[config.mk]
export PLATFORM = sky130hd
export DESIGN_NAME = reg_file_ctrl
export DESIGN_NICKNAME = d
export VERILOG_FILES = /design/src/rtl/reg_file_pkg.sv /design/src/rtl/rf_alu8.sv /design/src/rtl/reg_file_ctrl.sv
export SDC_FILE = /design/constraint.sdc
export NUM_CORES = 1
export LEC_CHECK = 0
export ABC_AREA = 1
export CAP_MARGIN = 0
export CORE_MARGIN = 5
export CORE_UTILIZATION = 32
export CTS_CLUSTER_DIAMETER = 150
export CTS_CLUSTER_SIZE = 10
export DETAILED_ROUTE_END_ITERATION = 7
export PLACE_DENSITY = 0.53
export SYNTH_ARGS = -nofsm -noshare
export SYNTH_HDL_FRONTEND = slang
export SYNTH_SLANG_ARGS = --single-unit
[constraint.sdc]
create_clock -name clk -period 2.7 [get_ports clk]
set_input_delay 0.81 -clock clk [delete_from_list [all_inputs] [get_ports clk]]
set_output_delay 0.81 -clock clk [all_outputs]
set_load 0.005 [all_outputs]
[src/rtl/reg_file_pkg.sv]
// Shared definitions for the register-file command sequencer.
package reg_file_pkg;

    localparam int unsigned DW_DEF = 8;
    localparam int unsigned AW_DEF = 2;

    typedef enum logic [1:0] {
        OP_LOAD = 2'b00,
        OP_MOV  = 2'b01,
        OP_ADD  = 2'b10,
        OP_READ = 2'b11
    } op_e;

    typedef enum logic [2:0] {
        IDLE = 3'd0,
        RD_S = 3'd1,
        RD_D = 3'd2,
        WR   = 3'd3,
        RESP = 3'd4
    } state_e;

endpackage

[src/rtl/rf_alu8.sv]
// Combinational adder with carry-out used for the ADD command.
module rf_alu8 #(
    parameter int unsigned DW = 8
) (
    input  logic [DW-1:0] a,
    input  logic [DW-1:0] b,
    output logic [DW-1:0] sum,
    output logic          carry
);

    localparam int unsigned SW = DW + 1;

    // Widen both operands so the carry lands in the top bit.
    always_comb begin
        {carry, sum} = SW'(a) + SW'(b);
    end

endmodule

[src/rtl/reg_file_ctrl.sv]
// Command sequencer driving the 4 x 8-bit register file; one command in flight.
module reg_file_ctrl
    import reg_file_pkg::*;
#(
    parameter int unsigned DW = DW_DEF,
    parameter int unsigned AW = AW_DEF
) (
    input  logic          clk,
    input  logic          rst_n,
    input  logic          cmd_valid,
    output logic          cmd_ready,
    input  logic [1:0]    cmd_op,
    input  logic [AW-1:0] cmd_rd,
    input  logic [AW-1:0] cmd_rs,
    input  logic [DW-1:0] cmd_imm,
    output logic [AW-1:0] rnnn,
    output logic [DW-1:0] wrdddd,
    output logic          write_enable,
    input  logic [DW-1:0] rf_rdata,
    output logic          res_valid,
    input  logic          res_ready,
    output logic [DW-1:0] res_data,
    output logic          res_carry
);

    state_e        state_q, state_d;
    op_e           op_q, op_d;
    logic [AW-1:0] rd_q, rd_d;
    logic [DW-1:0] opb_q, opb_d;
    logic          carry_q, carry_d;

    logic          cmd_ready_d;
    logic [AW-1:0] rnnn_d;
    logic [DW-1:0] wrdddd_d;
    logic          write_enable_d;
    logic          res_valid_d;
    logic [DW-1:0] res_data_d;
    logic          res_carry_d;

    logic [DW-1:0] alu_sum;
    logic          alu_carry;

    rf_alu8 #(.DW(DW)) u_alu (
        .a     (rf_rdata),
        .b     (opb_q),
        .sum   (alu_sum),
        .carry (alu_carry)
    );

    // State and registered outputs; outputs are computed for the state being entered.
    always_ff @(posedge clk) begin
        if (!rst_n) begin
            state_q      <= IDLE;
            op_q         <= OP_LOAD;
            rd_q         <= '0;
            opb_q        <= '0;
            carry_q      <= 1'b0;
            cmd_ready    <= 1'b0;
            rnnn         <= '0;
            wrdddd       <= '0;
            write_enable <= 1'b0;
            res_valid    <= 1'b0;
            res_data     <= '0;
            res_carry    <= 1'b0;
        end else begin
            state_q      <= state_d;
            op_q         <= op_d;
            rd_q         <= rd_d;
            opb_q        <= opb_d;
            carry_q      <= carry_d;
            cmd_ready    <= cmd_ready_d;
            rnnn         <= rnnn_d;
            wrdddd       <= wrdddd_d;
            write_enable <= write_enable_d;
            res_valid    <= res_valid_d;
            res_data     <= res_data_d;
            res_carry    <= res_carry_d;
        end
    end

    // Next-state and next-output decode.
    always_comb begin
        state_d     = state_q;
        op_d        = op_q;
        rd_d        = rd_q;
        opb_d       = opb_q;
        carry_d     = carry_q;
        rnnn_d      = rnnn;
        wrdddd_d    = wrdddd;
        res_data_d  = res_data;
        res_carry_d = res_carry;

        case (state_q)
            IDLE: begin
                if (cmd_valid && cmd_ready) begin
                    op_d    = op_e'(cmd_op);
                    rd_d    = cmd_rd;
                    carry_d = 1'b0;
                    if (op_e'(cmd_op) == OP_LOAD) begin
                        state_d  = WR;
                        rnnn_d   = cmd_rd;
                        wrdddd_d = cmd_imm;
                    end else begin
                        state_d = RD_S;
                        rnnn_d  = cmd_rs;
                    end
                end
            end
            RD_S: begin
                opb_d = rf_rdata;
                case (op_q)
                    OP_MOV: begin
                        state_d  = WR;
                        rnnn_d   = rd_q;
                        wrdddd_d = rf_rdata;
                    end
                    OP_READ: begin
                        state_d     = RESP;
                        res_data_d  = rf_rdata;
                        res_carry_d = 1'b0;
                    end
                    default: begin
                        state_d = RD_D;
                        rnnn_d  = rd_q;
                    end
                endcase
            end
            RD_D: begin
                state_d  = WR;
                rnnn_d   = rd_q;
                wrdddd_d = alu_sum;
                carry_d  = alu_carry;
            end
            WR: begin
                state_d     = RESP;
                res_data_d  = wrdddd;
                res_carry_d = carry_q;
            end
            RESP: begin
                if (res_ready) begin
                    state_d = IDLE;
                end
            end
            default: begin
                state_d = IDLE;
            end
        endcase

        cmd_ready_d    = (state_d == IDLE);
        write_enable_d = (state_d == WR);
        res_valid_d    = (state_d == RESP);
    end

endmodule

==> metrics.csv, run 1 <==
metric,value,unit
vias per inst,4.71,
Worst setup EP type,flip-flop,
number of buffers created by CTS,5,
leakage,0.00126,uW
Hold Path Origin,rd_q[1],
DRT iter0 DRCs,111,
top area cells in the synthesized netlist,"dfxtp_1 (38%), nand2_1 (19%), inv_1 (5.9%)",
Max IR drop VDD,330,uV
"Cell Area, Synth",0.00203,sq mm
instance count on the critical path,12,
Worst Path Max Fanout,3,
HPWL Detailed,4.55,mm
Fin Setup TNS,0,ps
Clock Tree Root,clkbuf_8,
CP bufs+invs,3,
CTS tree,yes,
Syn Nets,342,
vias post-DR,2062,
"antenna viol nets, final",0,
Slew @ Worst Pin,622,ps
hold_buf cts,0,
dpl cells,430,
commonest cells in the netlist,"nand2_1 (100), dfxtp_1 (38), inv_1 (32)",
post-synthesis mux area share,0,%
clock skew,5.42,ps
Die ar.,0.00803,sq mm
status,"finished, final reports clean",
max_cap viols,0,
WS Path Type,in -> reg,
drt drc,0,
Port-buffer cells,47,
Achievable Freq,433,MHz
family with the most delay on the worst path,buffers and inverters,
most common flop cell mapped by yosys,dfxtp_1,
largest family of logic cells by synthesized area,simple AND/OR/NAND/NOR gates,
initial antenna violation count,0,
largest buffer count on any clock path,2,
nets,395,
Power Dens Cells,935,mW/mm^2
WHS Endpoint,rd_q[1],
Fill cells,687,
Worst R2R Start,state_q[0],
largest net degree at the start of global routing,23,
Post-synth EDFFs,0,
worst reg2reg path depth,10,
share of the synthesized area in the top cell type,37.5,%
Clock Pin Slew Worst Setup and Hold Paths,80,ps
cell with the most instances after synthesis,nand2_1,
"Data arrival, critical path",2500,ps
Ys Warns,0,
htree depth,2,
drt first pass iters,4,
setup repair bufs after CTS,0,
first-pass GRT wire length,9.12,mm
asr flop ratio synth,0,%
Worst Hold Class,reg -> reg,
Hold Path Depth,2,
Inserted Diodes,0,
Synth Area in Simple Gates,31.1,%
vias in the first global route,1896,
gpl congestion,0.849,
fin. max-slew vios,0,
post-route setup slack,391,ps
Die Span X,89.6,microns
"Avg Cell Area, Syn",6.61,sq um
Worst R2R End,wrdddd[7],
Detailed Route WL,5.77,mm
Hold WS,450,ps
final hold vios,0,
Core ar.,0.00624,sq mm
post-place setup slack,80.4,ps
Worst path slowest cell,clkdlybuf4s50_1,
GRT Residual Overflow,0,
Crit path required time,2890,ps
CTS resizes,0,
Synth Instances,307,
Wirelength per Cell,13.2,microns
Tot Pwr,2570,uW
Die Y-Extent,89.6,microns
CP peak stage delay,530,ps
Period minus WS final,2310,ps
Synth area leader,dfxtp_1,
crit path launch type,input port,
critical-path cell list,clkdlybuf4s50_1 -> ha_1 -> inv_1 -> fa_1 -> inv_1 -> nand2_1 -> nand2_1 -> nand2_1 -> nand3_1 -> nand2_1 -> nor2_1 -> nor2_1,
share of layout cells above drive strength 1,7.20,%
CTS Sinks,38,
I/O Pins,48,
Rows,29,
crit-path most repeated cell,nand2_1,
#FFs+latches synth,38,
worst reg-to-reg setup slack,1070,ps
Tcrit/Tclk final,85.5,%
initial core utilization,32.5,%
post-synthesis adder-cell area fraction,5.92,%
RSZ-0062 raised after global routing,false,
Tot GR Track Use,14.9,%
"Seq/Total Area, Yosys",37.5,%
Slew Limit Headroom,58.5,%
setup violators final,0,
clk_lat worst skew,290,ps
Syn-to-layout area delta,35.6,%
xor/xnor share of the synthesized area,0.864,%
Final Non-Filler Cells,438,
"Distinct cells, synth",25,
post-synthesis compound-gate area fraction,15.4,%
[through the flow]
stage	cell area (sq um)	utilization, %
floorplan	2030	-
global route	2750	44.1
detailed placement	2610	41.8
global placement	2610	41.8
finish	2750	44.1
CTS	2750	44.1
[registers in the layout, summed over array words and instances, names as in the netlist]
signal	flops
carry_q	1
cmd_ready	1
op_q	2
opb_q	8
rd_q	2
res_carry	1
res_data	8
res_valid	1
rnnn	2
state_q	3
wrdddd	8
write_enable	1
[where the power goes]
group	leakage (uW)	switching (uW)	internal (uW)
registers	0.000310	110	720
logic	0.000875	660	478
clock network	0.0000714	209	394
total	0.00126	979	1590
[worst reg2reg max path, delay by kind of cell (launching register included)]
| family | cells | cell delay, ps |
|---|---|---|
| AO/OA/AOI/OAI | 1 | 40 |
| flip-flops | 1 | 400 |
| buffers and inverters | 3 | 330 |
| AND/OR/NAND/NOR | 6 | 770 |
[cell families after synthesis]
family / Yosys count
simple gates: 153
compound gates: 58
buf+inv: 47
flops: 38
fa+ha+maj: 9
xor+xnor: 2
[routing by layer]
metal  vias up  global-route usage, %  share of wire [%]
met3         5                   2.10                4.6
met2        41                   22.0                 43
met4         0                   6.36                1.4
li1       1100                      -                  -
met1       916                   21.6                 51
met5         -                      0                  0
[worst max-delay path by stage]
stage           startpoint   endpoint  slack (ps)
2_1_floorplan  rf_rdata[0]  wrdddd[4]         720
3_3_place_gp   rf_rdata[0]  wrdddd[4]          90
3_5_place_dp   rf_rdata[0]  wrdddd[4]          80
4_1_cts        rf_rdata[0]  wrdddd[4]         390
5_1_grt        rf_rdata[0]  wrdddd[4]         210
6_report       rf_rdata[0]  wrdddd[4]         390
[layout make-up]
| type | instances | area, sq um | area share (%) |
|---|---|---|---|
| well taps | 77 | 96.3 | 3.50 |
| flip-flops and latches | 38 | 761 | 27.7 |
| clock inverters | 2 | 60.1 | 2.18 |
| repair buffers | 54 | 523 | 19.0 |
| multi-input cells | 222 | 1080 | 39.3 |
| clock buffers | 6 | 82.6 | 3.00 |
| inverters | 39 | 146 | 5.32 |
[cells in the final DEF, fill, tap and decap left out, types with 2 or more instances in the layout]
cell type and count:
nand4_1 4, a31oi_1 10, o21ai_0 21, nand2_1 100, nand3_1 16, ha_1 8
bufinv_16 2, inv_1 32, nand3_2 2, clkdlybuf4s50_1 47, a21oi_1 23, o211ai_1 2
nor2_1 27, buf_4 7, dfxtp_1 38, inv_2 7, clkbuf_8 6
Note: power is estimated with default switching activity, not from simulation.
==> run 2, diff against run 1 <==
--- a/config.mk
+++ b/config.mk
@@ -7,12 +7,11 @@
 export LEC_CHECK = 0
 export ABC_AREA = 1
 export CAP_MARGIN = 0
-export CORE_MARGIN = 5
 export CORE_UTILIZATION = 32
 export CTS_CLUSTER_DIAMETER = 150
 export CTS_CLUSTER_SIZE = 10
 export DETAILED_ROUTE_END_ITERATION = 7
-export PLACE_DENSITY = 0.53
+export PLACE_DENSITY = 0.61
 export SYNTH_ARGS = -nofsm -noshare
 export SYNTH_HDL_FRONTEND = slang
 export SYNTH_SLANG_ARGS = --single-unit
==> metrics.csv, run 2 (synthesis gave the netlist of run 1 again) <==
metric,value,unit
status,"finished, final reports clean",
HPWL Detailed,4.27,mm
final hold vios,0,
vias in the first global route,1966,
htree depth,2,
Port-buffer cells,47,
"Data arrival, critical path",2570,ps
Tot Pwr,2380,uW
clk_lat worst skew,290,ps
gpl congestion,0.873,
Rows,28,
hold_buf cts,0,
top flop regs,"opb_q: 8 flops, res_data: 8 flops, wrdddd: 8 flops",
max_cap viols,0,
CTS Sinks,38,
Period minus WS final,2380,ps
CP peak stage delay,520,ps
initial antenna violation count,0,
"antenna viol nets, final",0,
drt drc,0,
crit path to,wrdddd[4],
Worst setup EP type,flip-flop,
Die ar.,0.00666,sq mm
worst reg-to-reg setup slack,980,ps
largest net degree at the start of global routing,23,
CTS tree,yes,
worst reg2reg path depth,9,
crit-path most repeated cell,nand2_1,
Slew @ Worst Pin,553,ps
Tcrit/Tclk final,88.2,%
largest buffer count on any clock path,2,
nets,392,
critical-path cell list,clkdlybuf4s50_1 -> ha_1 -> inv_1 -> fa_1 -> inv_1 -> nand2_1 -> nand2_1 -> nand2_1 -> nand3_1 -> nand2_1 -> nor2_1 -> nor2_1,
Worst Path Max Fanout,3,
Clock Pin Slew Worst Setup and Hold Paths,80,ps
Max IR drop VDD,295,uV
WS Path Type,in -> reg,
Inserted Diodes,0,
GRT Residual Overflow,0,
most frequent cells in the layout,"nand2_1 (100), clkdlybuf4s50_1 (47), dfxtp_1 (38)",
initial core utilization,33.7,%
CTS resizes,0,
Clock Tree Root,clkbuf_8,
fin. max-slew vios,0,
leakage,0.00122,uW
Achievable Freq,420,MHz
Crit path required time,2880,ps
setup violators final,0,
vias post-DR,2086,
Die Span X,81.6,microns
vias per inst,4.82,
RSZ-0062 raised after global routing,false,
Detailed Route WL,5.53,mm
crit path launch type,input port,
Setup crit start,rf_rdata[0],
Power Dens Cells,890,mW/mm^2
Core ar.,0.00603,sq mm
Placed Area,0.00258,sq mm
I/O Pins,48,
share of layout cells above drive strength 1,6.15,%
final instance area,0.00267,sq mm
final design utilization,44.4,%
first-pass GRT wire length,9.38,mm
"commonest non-fill, non-tap cell in the layout",nand2_1,
Tot GR Track Use,18.4,%
Fin Setup TNS,0,ps
Worst R2R End,wrdddd[7],
clock skew,7.33,ps
Slew Limit Headroom,63.1,%
Syn-to-layout area delta,31.8,%
number of buffers created by CTS,5,
drt first pass iters,4,
Worst path slowest cell,clkdlybuf4s50_1,
Die Y-Extent,81.6,microns
Wirelength per Cell,12.8,microns
Worst Hold Class,reg -> reg,
setup repair bufs after CTS,0,
Worst R2R Start,state_q[0],
DRT iter0 DRCs,130,
## run 2: worst min-delay path by stage
stage                       start  endpoint  cells past startpoint
final                     rd_q[1]   rd_q[1]                      2
after global routing      rd_q[1]   rd_q[1]                      2
after CTS                 rd_q[1]   rd_q[1]                      2
after detailed placement  rd_q[1]   rd_q[1]                      2
after global placement    rd_q[1]   rd_q[1]                      2
after floorplan           rd_q[0]   rd_q[0]                      2
## run 2: per-stage QoR
step | hold WS, ps | setup slack [ps] | cells
6_report | 451 | 318 | 433
5_1_grt | 478 | 164 | 433
4_1_cts | 452 | 324 | 433
3_5_place_dp | 440 | 24.4 | 425
3_3_place_gp | 436 | 57.0 | 425
2_1_floorplan | 425 | 724 | 307
## run 2: where the power goes
| part | total [uW] | switching (uW) | leakage [uW] | internal, uW |
|---|---|---|---|---|
| Sequential | 829 | 109 | 0.000310 | 720 |
| Combinational | 1140 | 660 | 0.000860 | 475 |
| Clock | 415 | 209 | 0.0000482 | 206 |
| Total | 2380 | 979 | 0.00122 | 1400 |
## run 2: critical path: cells and delay by family
family / cells / cell delay (ps)
simple gates: 7 / 440
buf+inv: 3 / 680
fa+ha+maj: 2 / 620
## run 2: metal layers
metal | GRT usage [%] | wire length, microns | vias to the layer above | share of wire [%]
met3 | 2.67 | 233 | 4 | 4.2
met1 | 26.3 | 2800 | 946 | 51
met2 | 28.8 | 2450 | 48 | 44
met4 | 4.56 | 48 | 0 | 0.87
met5 | 0 | 0 | - | 0
li1 | - | - | 1088 | -
## run 2: layout make-up
class	instances	area [sq um]
Clock buffer	7	86.3
Clock inverter	1	5.00
Fill cell	648	3350
Inverter	39	146
Multi-Input combinational cell	222	1080
Sequential cell	38	761
Tap cell	75	93.8
Timing Repair Buffer	51	500
==> run 3, diff against run 2 <==
--- a/config.mk
+++ b/config.mk
@@ -5,7 +5,6 @@
 export SDC_FILE = /design/constraint.sdc
 export NUM_CORES = 1
 export LEC_CHECK = 0
-export ABC_AREA = 1
 export CAP_MARGIN = 0
 export CORE_UTILIZATION = 32
 export CTS_CLUSTER_DIAMETER = 150
==> metrics.csv, run 3 <==
metric,value,unit
status,"finished, final reports clean",
cell with the most instances after synthesis,dfxtp_1,
Clock Tree Root,clkbuf_8,
Slew Limit Headroom,54.2,%
"Data arrival, critical path",2750,ps
Tot GR Track Use,17.3,%
Pint,1550,uW
Max IR drop VDD,359,uV
drt drc,0,
most frequent cells in the layout,"clkdlybuf4s50_1 (47), dfxtp_1 (38), a21oi_1 (28)",
Placed Area,0.00276,sq mm
Worst Path Max Fanout,2,
Fin Setup TNS,0,ps
drt first pass iters,4,
CTS Sinks,38,
initial core utilization,33.3,%
Ys Warns,0,
clock skew,10.7,ps
Rows,29,
Clock Pin Slew Worst Setup and Hold Paths,70,ps
share of layout cells above drive strength 1,12.4,%
Worst Hold Class,reg -> reg,
Worst setup EP type,flip-flop,
Worst R2R End,wrdddd[7],
Hold Path Origin,rnnn[1],
first-pass GRT wire length,9.50,mm
Die Span X,83.3,microns
gpl congestion,0.826,
Power Dens Cells,905,mW/mm^2
DRT iter0 DRCs,122,
hold_buf cts,0,
sequential share of power,33.6,%
WHS Endpoint,rnnn[1],
Syn-to-layout area delta,34.7,%
Post-synth EDFFs,0,
Worst R2R Start,state_q[0],
final instance area,0.00285,sq mm
Achievable Freq,393,MHz
"commonest non-fill, non-tap cell in the layout",clkdlybuf4s50_1,
"Distinct cells, synth",51,
Syn Nets,281,
"antenna viol nets, final",0,
Synth area leader,dfxtp_1,
"Avg Cell Area, Syn",8.60,sq um
share of the synthesized area in the top cell type,36.0,%
largest buffer count on any clock path,2,
htree depth,2,
"Cell Area, Synth",0.00212,sq mm
Crit path required time,2910,ps
I/O Pins,48,
Core ar.,0.00635,sq mm
setup repair bufs after CTS,0,
CTS tree,yes,
vias in the first global route,1900,
HPWL Detailed,4.34,mm
asr flop ratio synth,0,%
Port-buffer cells,47,
vias post-DR,2011,
CTS resizes,0,
final hold vios,0,
net switching power figure,1030,uW
Sw Ratio,39.8,%
worst reg-to-reg setup slack,630,ps
GRT Residual Overflow,0,
top flop regs,"opb_q: 8 flops, res_data: 8 flops, wrdddd: 8 flops",
most common flop cell mapped by yosys,dfxtp_1,
commonest cells in the netlist,"dfxtp_1 (38), a21oi_1 (28), nor2_1 (25)",
Die ar.,0.00694,sq mm
max_cap viols,0,
leakage,0.00112,uW
Tcrit/Tclk final,94.3,%
number of buffers created by CTS,5,
top area cells in the synthesized netlist,"dfxtp_1 (36%), mux2i_1 (8.5%), a21oi_1 (6.6%)",
clk_lat worst skew,300,ps
Period minus WS final,2540,ps
post-place setup slack,-135,ps
"Seq/Total Area, Yosys",36.0,%
Detailed Route WL,5.85,mm
Wirelength per Cell,15.2,microns
combinational share of power,50.1,%
WS Path Type,in -> reg,
crit path launch type,input port,
Synth Instances,246,
vias per inst,5.24,
setup violators final,0,
nets,341,
Inserted Diodes,0,
fin. max-slew vios,0,
clock power share,16.2,%
Die Y-Extent,83.3,microns
Hold WS,463,ps
Slew @ Worst Pin,686,ps
largest net degree at the start of global routing,29,
initial antenna violation count,0,
#FFs+latches synth,38,
Hold Path Depth,2,
RSZ-0062 raised after global routing,false,
post-route setup slack,155,ps
Tot Pwr,2580,uW
worst reg2reg path depth,6,
-- run 3: cell type report --
class | instances | area, sq um
sequential | 38 | 761
multi-input combinational | 190 | 1270
clock inverter | 2 | 12.5
timing repair buffer | 66 | 613
fill | 642 | 3500
tap | 77 | 96.3
clock buffer | 6 | 82.6
inverter | 5 | 18.8
-- run 3: routing by layer --
layer / GRT usage, % / part of all wire, %
met1: 24.3 / 49
met2: 26.6 / 45
met3: 3.38 / 5.2
met4: 5.17 / 1.2
met5: 0 / 0
-- run 3: critical path: stages --
cell and delay [ps]:
clkdlybuf4s50_1 490, ha_1 170, inv_1 50, fa_1 380
nor2b_1 170, nor2_1 70, o21ai_0 240, a31oi_1 140
o32ai_1 210
-- run 3: logic make-up (layout without fill, tap and decap cells) --
kind of cell | Yosys count | count (layout) | share of synthesized area (%)
AND/OR/NAND/NOR | 87 | 87 | 21.9
AO/OA/AOI/OAI | 73 | 73 | 22.5
adder cells (fa/ha/maj) | 9 | 9 | 5.68
buffers and inverters | 18 | 79 | 4.20
flip-flops | 38 | 38 | 36.0
multiplexers | 18 | 18 | 8.52
XOR/XNOR | 3 | 3 | 1.24
-- run 3: power groups by stage --
stage | Sequential [uW] | Combinational [uW] | Clock, uW
6_report | 868 | 1290 | 419
3_5_place_dp | 881 | 1290 | 0
5_1_grt | 895 | 1420 | 457
4_1_cts | 871 | 1290 | 432
2_1_floorplan | 807 | 859 | 0
3_3_place_gp | 882 | 1270 | 0
-- run 3: how the worst max path moves through the flow --
| stage | to | cells after the start | startpoint | slack, ps |
|---|---|---|---|---|
| final | carry_q | 9 | rf_rdata[0] | 160 |
| after floorplan | wrdddd[4] | 8 | rf_rdata[0] | 490 |
| after global placement | wrdddd[6] | 9 | rf_rdata[0] | -100 |
| after global routing | carry_q | 9 | rf_rdata[0] | 50 |
| after CTS | wrdddd[6] | 9 | rf_rdata[0] | 180 |
| after detailed placement | wrdddd[6] | 9 | rf_rdata[0] | -140 |
-- run 3: per-stage QoR --
| step | cells | util (%) |
|---|---|---|
| after floorplan | 246 | - |
| after global placement | 376 | 43.4 |
| after detailed placement | 376 | 43.4 |
| after CTS | 384 | 44.9 |
| after global routing | 384 | 44.9 |
| final | 384 | 44.9 |
